### src/rtl/cgra_boot_sequencer_if.sv
// Boot-sequencer control bundle: start/restart/done requests in, hybrid_wrapper
// clock-enable/reset/enable pins and status out.
interface cgra_boot_sequencer_if;
    logic       start_i;
    logic       restart_i;
    logic       configurator_done_i;
    logic       config_clock_en_o;
    logic       config_reset_o;
    logic       configurator_enable_o;
    logic       configurator_reset_o;
    logic       cgra_clock_en_o;
    logic       cgra_reset_o;
    logic       riscv_enable_o;
    logic       core_rst_no;
    logic       busy_o;
    logic       ready_o;
    logic       timeout_o;
    logic [2:0] state_o;

    modport master (
        output start_i, restart_i, configurator_done_i,
        input  config_clock_en_o, config_reset_o, configurator_enable_o,
               configurator_reset_o, cgra_clock_en_o, cgra_reset_o,
               riscv_enable_o, core_rst_no, busy_o, ready_o, timeout_o, state_o
    );

    modport slave (
        input  start_i, restart_i, configurator_done_i,
        output config_clock_en_o, config_reset_o, configurator_enable_o,
               configurator_reset_o, cgra_clock_en_o, cgra_reset_o,
               riscv_enable_o, core_rst_no, busy_o, ready_o, timeout_o, state_o
    );
endinterface

### src/rtl/cgra_boot_sequencer.sv
// Power-on boot controller for hybrid_wrapper: reset -> configure -> settle -> run,
// with a configuration timeout and a restart request.
module cgra_boot_sequencer #(
    parameter int unsigned RESET_HOLD_CYCLES = 1,
    parameter int unsigned SETTLE_CYCLES     = 1,
    parameter int unsigned TIMEOUT_CYCLES    = 65535,
    parameter int unsigned CNT_W             = 16,
    parameter bit          AUTO_START        = 1'b1
) (
    input  logic                  clk_i,
    input  logic                  rst_ni,
    cgra_boot_sequencer_if.slave  bus
);

    typedef enum logic [2:0] {
        S_IDLE    = 3'd0,
        S_RST_CFG = 3'd1,
        S_CONFIG  = 3'd2,
        S_SETTLE  = 3'd3,
        S_RUN     = 3'd4,
        S_ERROR   = 3'd5
    } state_e;

    localparam int unsigned      CTL_W       = 8;
    localparam logic [CNT_W-1:0] HOLD_LAST   = CNT_W'(RESET_HOLD_CYCLES - 1);
    localparam logic [CNT_W-1:0] SETTLE_LAST = CNT_W'(SETTLE_CYCLES - 1);
    localparam logic [CNT_W-1:0] TMO_LAST    = CNT_W'((TIMEOUT_CYCLES == 0) ? 0 : TIMEOUT_CYCLES - 1);
    localparam bit               TMO_EN      = (TIMEOUT_CYCLES != 0);

    // Pin order: cfg_clk_en, cfg_rst, cfgtor_en, cfgtor_rst, cgra_clk_en, cgra_rst, riscv_en, core_rst_n
    localparam logic [CTL_W-1:0] CTL_IDLE   = 8'b1101_0100;
    localparam logic [CTL_W-1:0] CTL_CONFIG = 8'b1010_0100;
    localparam logic [CTL_W-1:0] CTL_SETTLE = 8'b0000_0100;
    localparam logic [CTL_W-1:0] CTL_RUN    = 8'b0000_1011;

    state_e             r_state;
    state_e             w_state_nxt;
    logic [CNT_W-1:0]   r_cnt;
    logic [CNT_W-1:0]   w_cnt_nxt;
    logic [CTL_W-1:0]   r_ctl;
    logic [CTL_W-1:0]   w_ctl;
    logic               r_busy;
    logic               w_busy;
    logic               r_ready;
    logic               w_ready;
    logic               r_timeout;
    logic               w_timeout;
    logic               w_done_ok;

    // State, counter and outputs share one edge; outputs are decoded from the next state.
    always_ff @(posedge clk_i or negedge rst_ni) begin
        if (!rst_ni) begin
            r_state   <= S_IDLE;
            r_cnt     <= '0;
            r_ctl     <= CTL_IDLE;
            r_busy    <= 1'b0;
            r_ready   <= 1'b0;
            r_timeout <= 1'b0;
        end else begin
            r_state   <= w_state_nxt;
            r_cnt     <= w_cnt_nxt;
            r_ctl     <= w_ctl;
            r_busy    <= w_busy;
            r_ready   <= w_ready;
            r_timeout <= w_timeout;
        end
    end

    // Done is masked in the first CONFIG cycle so a stale level from a previous run is not taken.
    assign w_done_ok = (r_cnt != '0) && bus.configurator_done_i;

    // Next state; restart overrides everything and any transition clears the counter.
    always_comb begin
        w_state_nxt = r_state;
        w_cnt_nxt   = r_cnt + CNT_W'(1);
        case (r_state)
            S_IDLE: begin
                w_cnt_nxt = '0;
                if (bus.start_i || AUTO_START) w_state_nxt = S_RST_CFG;
            end
            S_RST_CFG: begin
                if (r_cnt == HOLD_LAST) w_state_nxt = S_CONFIG;
            end
            S_CONFIG: begin
                if (w_done_ok)                           w_state_nxt = S_SETTLE;
                else if (TMO_EN && (r_cnt == TMO_LAST)) w_state_nxt = S_ERROR;
            end
            S_SETTLE: begin
                if (r_cnt == SETTLE_LAST) w_state_nxt = S_RUN;
            end
            S_RUN, S_ERROR: begin
                w_cnt_nxt = '0;
            end
            default: begin
                w_state_nxt = S_IDLE;
            end
        endcase
        if (bus.restart_i) w_state_nxt = S_RST_CFG;
        if (bus.restart_i || (w_state_nxt != r_state)) w_cnt_nxt = '0;
    end

    // Output decode of the upcoming state.
    always_comb begin
        w_ctl     = CTL_IDLE;
        w_busy    = 1'b0;
        w_ready   = 1'b0;
        w_timeout = 1'b0;
        case (w_state_nxt)
            S_RST_CFG: w_busy = 1'b1;
            S_CONFIG: begin
                w_ctl  = CTL_CONFIG;
                w_busy = 1'b1;
            end
            S_SETTLE: begin
                w_ctl  = CTL_SETTLE;
                w_busy = 1'b1;
            end
            S_RUN: begin
                w_ctl   = CTL_RUN;
                w_ready = 1'b1;
            end
            S_ERROR: w_timeout = 1'b1;
            default: w_ctl = CTL_IDLE;
        endcase
    end

    assign bus.config_clock_en_o     = r_ctl[7];
    assign bus.config_reset_o        = r_ctl[6];
    assign bus.configurator_enable_o = r_ctl[5];
    assign bus.configurator_reset_o  = r_ctl[4];
    assign bus.cgra_clock_en_o       = r_ctl[3];
    assign bus.cgra_reset_o          = r_ctl[2];
    assign bus.riscv_enable_o        = r_ctl[1];
    assign bus.core_rst_no           = r_ctl[0];
    assign bus.busy_o                = r_busy;
    assign bus.ready_o               = r_ready;
    assign bus.timeout_o             = r_timeout;
    assign bus.state_o               = r_state;

endmodule

### src/flat_wrapper.sv
// flat-port wrapper written by rule: the top's interface ports become plain ports
module cgra_boot_sequencer_flat 
#(
    parameter int unsigned RESET_HOLD_CYCLES = 1,
    parameter int unsigned SETTLE_CYCLES     = 1,
    parameter int unsigned TIMEOUT_CYCLES    = 65535,
    parameter int unsigned CNT_W             = 16,
    parameter bit          AUTO_START        = 1'b1
)
  (clk_i, rst_ni, bus_start_i, bus_restart_i, bus_configurator_done_i, bus_config_clock_en_o, bus_config_reset_o, bus_configurator_enable_o, bus_configurator_reset_o, bus_cgra_clock_en_o, bus_cgra_reset_o, bus_riscv_enable_o, bus_core_rst_no, bus_busy_o, bus_ready_o, bus_timeout_o, bus_state_o);
  cgra_boot_sequencer_if bus_i ();
  input  logic clk_i;
  input  logic rst_ni;
  input wire logic [$bits(bus_i.start_i)-1:0] bus_start_i;
  input wire logic [$bits(bus_i.restart_i)-1:0] bus_restart_i;
  input wire logic [$bits(bus_i.configurator_done_i)-1:0] bus_configurator_done_i;
  output wire logic [$bits(bus_i.config_clock_en_o)-1:0] bus_config_clock_en_o;
  output wire logic [$bits(bus_i.config_reset_o)-1:0] bus_config_reset_o;
  output wire logic [$bits(bus_i.configurator_enable_o)-1:0] bus_configurator_enable_o;
  output wire logic [$bits(bus_i.configurator_reset_o)-1:0] bus_configurator_reset_o;
  output wire logic [$bits(bus_i.cgra_clock_en_o)-1:0] bus_cgra_clock_en_o;
  output wire logic [$bits(bus_i.cgra_reset_o)-1:0] bus_cgra_reset_o;
  output wire logic [$bits(bus_i.riscv_enable_o)-1:0] bus_riscv_enable_o;
  output wire logic [$bits(bus_i.core_rst_no)-1:0] bus_core_rst_no;
  output wire logic [$bits(bus_i.busy_o)-1:0] bus_busy_o;
  output wire logic [$bits(bus_i.ready_o)-1:0] bus_ready_o;
  output wire logic [$bits(bus_i.timeout_o)-1:0] bus_timeout_o;
  output wire logic [$bits(bus_i.state_o)-1:0] bus_state_o;
  assign bus_i.start_i = bus_start_i;
  assign bus_i.restart_i = bus_restart_i;
  assign bus_i.configurator_done_i = bus_configurator_done_i;
  assign bus_config_clock_en_o = bus_i.config_clock_en_o;
  assign bus_config_reset_o = bus_i.config_reset_o;
  assign bus_configurator_enable_o = bus_i.configurator_enable_o;
  assign bus_configurator_reset_o = bus_i.configurator_reset_o;
  assign bus_cgra_clock_en_o = bus_i.cgra_clock_en_o;
  assign bus_cgra_reset_o = bus_i.cgra_reset_o;
  assign bus_riscv_enable_o = bus_i.riscv_enable_o;
  assign bus_core_rst_no = bus_i.core_rst_no;
  assign bus_busy_o = bus_i.busy_o;
  assign bus_ready_o = bus_i.ready_o;
  assign bus_timeout_o = bus_i.timeout_o;
  assign bus_state_o = bus_i.state_o;
  cgra_boot_sequencer #(.RESET_HOLD_CYCLES(RESET_HOLD_CYCLES), .SETTLE_CYCLES(SETTLE_CYCLES), .TIMEOUT_CYCLES(TIMEOUT_CYCLES), .CNT_W(CNT_W), .AUTO_START(AUTO_START)) u_core (.clk_i(clk_i), .rst_ni(rst_ni), .bus(bus_i));
endmodule
### config.mk
export PLATFORM = sky130hd
export DESIGN_NAME = cgra_boot_sequencer_flat
export DESIGN_NICKNAME = d
export VERILOG_FILES = /design/src/rtl/cgra_boot_sequencer_if.sv /design/src/rtl/cgra_boot_sequencer.sv /design/src/flat_wrapper.sv
export SDC_FILE = /design/constraint.sdc
export NUM_CORES = 1
export LEC_CHECK = 0
export BUFFER_PORTS_ARGS = -buffer_cell sky130_fd_sc_hd__buf_4
export CAP_MARGIN = 20
export CORE_MARGIN = 2
export CORE_UTILIZATION = 55
export DETAILED_ROUTE_END_ITERATION = 12
export GPL_ROUTABILITY_DRIVEN = 0
export PLACE_DENSITY = 0.76
export SLEW_MARGIN = 20
export SYNTH_ARGS = -nofsm -noshare
export SYNTH_HDL_FRONTEND = slang
export SYNTH_SLANG_ARGS = --single-unit
### constraint.sdc
create_clock -name clk_i -period 4.1 [get_ports clk_i]
set_input_delay 0.82 -clock clk_i [delete_from_list [all_inputs] [get_ports clk_i]]
set_output_delay 0.82 -clock clk_i [all_outputs]
set_load 0.05 [all_outputs]
Word level (Yosys, flattened, before mapping) --
Cells that the tools add are included.
Storage, ports and cells: memories kept 0, bits in latches 0, word-level logic and storage cells 39, memory bits (writable) 0, output and inout port bits 14, bits in registers 30, memory bits (read-only) 0, input port bits 5
Operators by class: mux-type cells 12, $add $sub $neg 1, shift-type cells 0, divide/modulo/power cells 0, equal/unequal tests 12, multipliers 0, $lt $le $gt $ge 0, bitwise gates (word level) 0, reductions and logical operators 8
Operators by type and width (number):
- $mux 16 | 2
- $pmux 8 s3 | 1
- $add 16x1->16 const B | 1
- $eq 16x16->1 const B | 1
- $logic_not 16->1 | 1
- $reduce_bool 16->1 | 1
- $mux 3 | 5
- $pmux 3 s5 | 1
- $eq 3x2->1 const B | 4
- $eq 3x3->1 const B | 4
- $eq 3x1->1 const B | 2
- $reduce_or 3->1 | 2
- $logic_not 3->1 | 1
- $mux 1 | 3
- $ne 3x3->1 | 1
- $reduce_or 2->1 | 1
- $logic_and 1x1->1 | 1
- $logic_or 1x1->1 | 1

Longest topological paths before layout --
depth after elaboration 8, depth in mapped cells 9

Worst setup path after synthesis --
No wires, ideal clock.
path kind register to register, start point reg u_core.r_state[0], in the netlist u_core.bus.state_o[0], end point reg u_core.r_cnt[10], path slack 2.187 ns, cell stages (with the launch flop) 7, required time 4.012 ns, library setup time 0.088 ns, path buffers 1, period minus slack after synthesis 1.913 ns, arrival time 1.825 ns, path through dfrtp_1 > nor2b_1 > nor3_1 > a211oi_2 > nand3b_2 > buf_6 > a211oi_2
On the way: longest elaborated chain between the ends 7, elaborated cells between the ends (all ways) 18, those cells by class eq/ne (6); mux (8); reduce/logical (4)
Ends and longest elaborated chain:
- start: declaration | line cgra_boot_sequencer.sv:36 | state_e r_state;
- start signal: assignment | line cgra_boot_sequencer.sv:60 | r_state <= w_state_nxt;
- $eq 3x3->1 / $mux 3 (equally long branches) | line cgra_boot_sequencer.sv:76, cgra_boot_sequencer.sv:86
- $reduce_or 2->1 / $mux 3 (equally long branches)
- $pmux 3 s5 | line cgra_boot_sequencer.sv:76 | case (r_state)
- $mux 3 | line cgra_boot_sequencer.sv:98 | if (bus.restart_i) w_state_nxt = S_RST_CFG;
- $ne 3x3->1 | line cgra_boot_sequencer.sv:99 | if (bus.restart_i || (w_state_nxt != r_state)) w_cnt_nxt = '0;
- $logic_or 1x1->1 | line cgra_boot_sequencer.sv:99
- $mux 16 (*) | line cgra_boot_sequencer.sv:99
- net u_core.w_cnt_nxt[10] | line cgra_boot_sequencer.sv:39 | logic [CNT_W-1:0] w_cnt_nxt;
- end signal: assignment | line cgra_boot_sequencer.sv:61 | r_cnt <= w_cnt_nxt;
- end: declaration | line cgra_boot_sequencer.sv:38 | logic [CNT_W-1:0] r_cnt;
The timed path passes the listed nets; every way through them passes the cells marked *.

Worst setup path in the final report --
start point reg u_core.r_cnt[0], end point reg u_core.r_cnt[15]
On the way: longest elaborated chain between the ends 8, elaborated cells between the ends (all ways) 15, those cells by class add/sub (1); eq/ne (2); mux (8); reduce/logical (4)
Ends and longest elaborated chain:
- $eq 16x16->1 / $reduce_bool 16->1 (equally long branches) | line cgra_boot_sequencer.sv:86, cgra_boot_sequencer.sv:70
- $mux 3 / $logic_and 1x1->1 (equally long branches) | line cgra_boot_sequencer.sv:86, cgra_boot_sequencer.sv:70
- $mux 3 | line cgra_boot_sequencer.sv:85 | if (w_done_ok) w_state_nxt = S_SETTLE;
- $pmux 3 s5 | line cgra_boot_sequencer.sv:76
- $mux 3 | line cgra_boot_sequencer.sv:98
- $ne 3x3->1 | line cgra_boot_sequencer.sv:99
- $logic_or 1x1->1 | line cgra_boot_sequencer.sv:99
- $mux 16 (*) | line cgra_boot_sequencer.sv:99
- net u_core.w_cnt_nxt[15] | line cgra_boot_sequencer.sv:39
Marked as above.

==> metrics.md <==
| Metric | Value |
|---|---|
| Setup TNS | 0 ns |
| Filler Cells Inserted | roughly 230 |
| Fmax | 428 MHz |
| VDD IR max | 510 uV |
| Post-CTS setup repair buffer count | 0 |
| I/O Buffers | 17 |
| Routed WL per cell | 15.1 um |
| Crit path DAT | 2.51 ns |
| Initial antenna violation count | 0 |
| Clock Pin Slew Worst Setup and Hold Paths | about 0.15 ns |
| Worst slew pin tran | 0.792 ns |
| Avg Cell Area, Syn | 11.2 um2 |
| RSZ-0062 raised after global routing | false |
| # rows | 19 |
| Grt total ovfl | 0 |
| Synth Cell Area | ~1500 um2 |
| Ys async rst share | 100% |
| Die Ht | 56.9 um |
| Layout cells sized above 1 | between 30% and 40% |
| Most common cell in the netlist | dfrtp_1 |
| Pre-antenna DRT Iters | 4 |
| Max Slew Vio Count | 0 |
| Critical path class | reg2reg |
| Detailed Place HPWL | 1.90 mm |
| Complex-gate fraction of the synthesized area | about 16% |
| IO Pins | 19 |
| Req. time, crit path | ~4.3 ns |
| Synth cell count leaders | dfrtp_1 (23), a211oi_2 (11), xor2_1 (8) |
| Yosys reg bits | 26 |
| Syn nets | roughly 150 |
| First-pass GRT wire length | 4.49 mm |
| Crit-path max FO | 16 |
| Status | completed |
| DRC | 0 |
| Fin crit period | 2.33 ns |
| Hold Vio Cnt, Final | 0 |
| Final setup fails | 0 |
| All-Layer GR Usage | 17.9% |
| Static Leakage | 0.000651 uW |
| Main combinational cell family by area after synthesis | simple AND/OR/NAND/NOR gates |
| Layout area overhead | 6.10% |
| Synth warn | 0 |
| H-tree Lvls | 1 |
| Startpoint Class | register |
| Largest net degree at the start of global routing | 27 |
| Most used DFF post-synth | dfrtp_1 |
| Distinct cells, synth | 42 |
| Synth Instances | 138 |
| Via/cell ratio | 5.94 |
| # clock sinks | 26 |
| Yosys top cell area share | between 30% and 40% |
| Die footprint | 3240 um2 |
| Setup Skew | 0.0164 ns |
| Final nets | 156 |
| PwrDens | 562 nW/um2 |
| Clk_lat worst skew | 0.32 ns |
| Mux cell area share after synthesis | 0.650% |
| Max Cap Violations | 0 |
| Synth top area cells | dfrtp_1 (37%), a211oi_2 (8.9%), dfstp_2 (5.1%), xor2_1 (4.6%), xnor2_1 (3.4%) |
| Root Buffer | clkbuf_4 |
| PostCTS Resize Cnt | 0 |
| Post-DRT Antenna Nets | 0 |
| Post-synth EDFFs | 0 |
| CP endpoint kind | register |
| Detailed-route wire length | 2.69 mm |
| Die Width | roughly 57 um |
| Synth area leader | dfrtp_1 |
| Max-Slew Margin vs Limit | between 40% and 50% |
| Via count | 1057 |
| CORE AREA | 2710 um2 |
| Adder-cell share of the synthesized area | 2.44% |
| Simple-gate share of the synthesized area | 21.6% |
| Fin crit share | 56.9% |
| Multi-input gate area | 756 um2 |
| CTS tree | built |
| Cts hold-fix bufs | 0 |
| Register area | 654 um2 |
| Xor/xnor cell area share of the yosys netlist | 7.97% |
| Max Root-Sink Buffers | 2 |
| Sequential cell area fraction in the yosys report | 42.5% |
| TritonCTS buffer count | 3 |
| Vias in the first global route | 982 |
| Post-layout utilization of the core | 60.2% |
| Starting Density | 56.8% |
| N_diodes | 0 |
| Hold Path Class | in2async |
| DR iter-0 viols | 21 |
path summary, 6_finish.rpt:
check / startpoint / end / slack (ns) / depth (start not counted)
setup reg to reg: u_core.r_cnt[0] / u_core.r_cnt[15] / 1.77 / 7
hold reg to reg: u_core.r_cnt[0] / u_core.r_cnt[0] / 0.49 / 1
hold / removal: rst_ni / u_core.r_cnt[12] / 0.37 / 1
setup / recovery: u_core.r_cnt[0] / u_core.r_cnt[15] / 1.77 / 7
min in group clk_i: u_core.r_cnt[0] / u_core.r_cnt[0] / 0.49 / 1
max in group asynchronous: rst_ni / u_core.r_ctl[6] / 3.42 / 1
placed cells by master, fill, tap and decap left out, drive strengths merged:
cell type   n
nand3       6
nor3        4
o21ai       1
xnor2       6
nand2       7
nor4b       1
nand2b      1
inv         8
nand4       7
and3        2
and2        5
o22ai       1
nor3b       2
a21oi       3
ha          3
xor2        8
o31a        1
and4        3
clkbuf      4
dfstp       3
a32oi       1
nand3b      1
nor2b       2
nor4        3
nor2        3
o32ai       1
mux2i       1
dfrtp      23
buf        17
or2         1
o21ba       1
a211oi     17
metrics by stage:
step	setup WS, ns	cell area, um2	total power (uW)	instances	hold slack (ns)
2_1_floorplan	2.19	1540	747	138	0.447
3_3_place_gp	1.71	1610	799	174	0.465
3_5_place_dp	1.65	1610	812	174	0.482
4_1_cts	1.75	1630	924	178	0.377
5_1_grt	1.60	1630	972	178	0.384
6_report	1.77	1630	918	178	0.371
kinds of logic (layout without fill, tap and decap cells):
family          after synthesis  in the layout
xor+xnor                     14             14
simple gates                 48             48
buf+inv                      20             29
flops                        26             26
fa+ha+maj                     3              3
mux                           1              1
compound gates               26             26
area by class of cell:
class | instances | area share [%]
well taps | 31 | 2.38
flip-flops and latches | 26 | 40.1
multi-input cells | 92 | 46.3
inverters | 8 | 1.84
clock buffers | 4 | 1.61
repair buffers | 17 | 7.82
worst max-delay path, stage by stage, from the launching register on:
cell and delay, ns:
dfrtp_1 0.43, inv_1 0.09, ha_1 0.15, nor4b_4 0.22
nand4_2 0.17, a211oi_2 0.28, nand2b_1 0.66, a211oi_1 0.17
metal layers:
metal  vias up  GRT usage [%]  routed length [um]
li1        511              -                   -
met1       519           24.6                1240
met2        23           28.6                1320
met3         4           2.76                  91
met4         0           6.31                  40
met5         -              0                   0
where the power goes:
part | leakage, uW | internal (uW) | total (uW) | switching (uW)
clock network | 0.0000150 | 38.1 | 112 | 73.9
logic | 0.000293 | 147 | 468 | 321
registers | 0.000343 | 301 | 338 | 37.6
registers in the layout, summed over array words and instances, names as in the netlist:
name / count
u_core.bus.timeout_o: 1
u_core.bus.ready_o: 1
u_core.bus.busy_o: 1
u_core.r_cnt: 16
u_core.r_ctl: 4
u_core.bus.state_o: 3
Power figures use the tool's default switching activity.
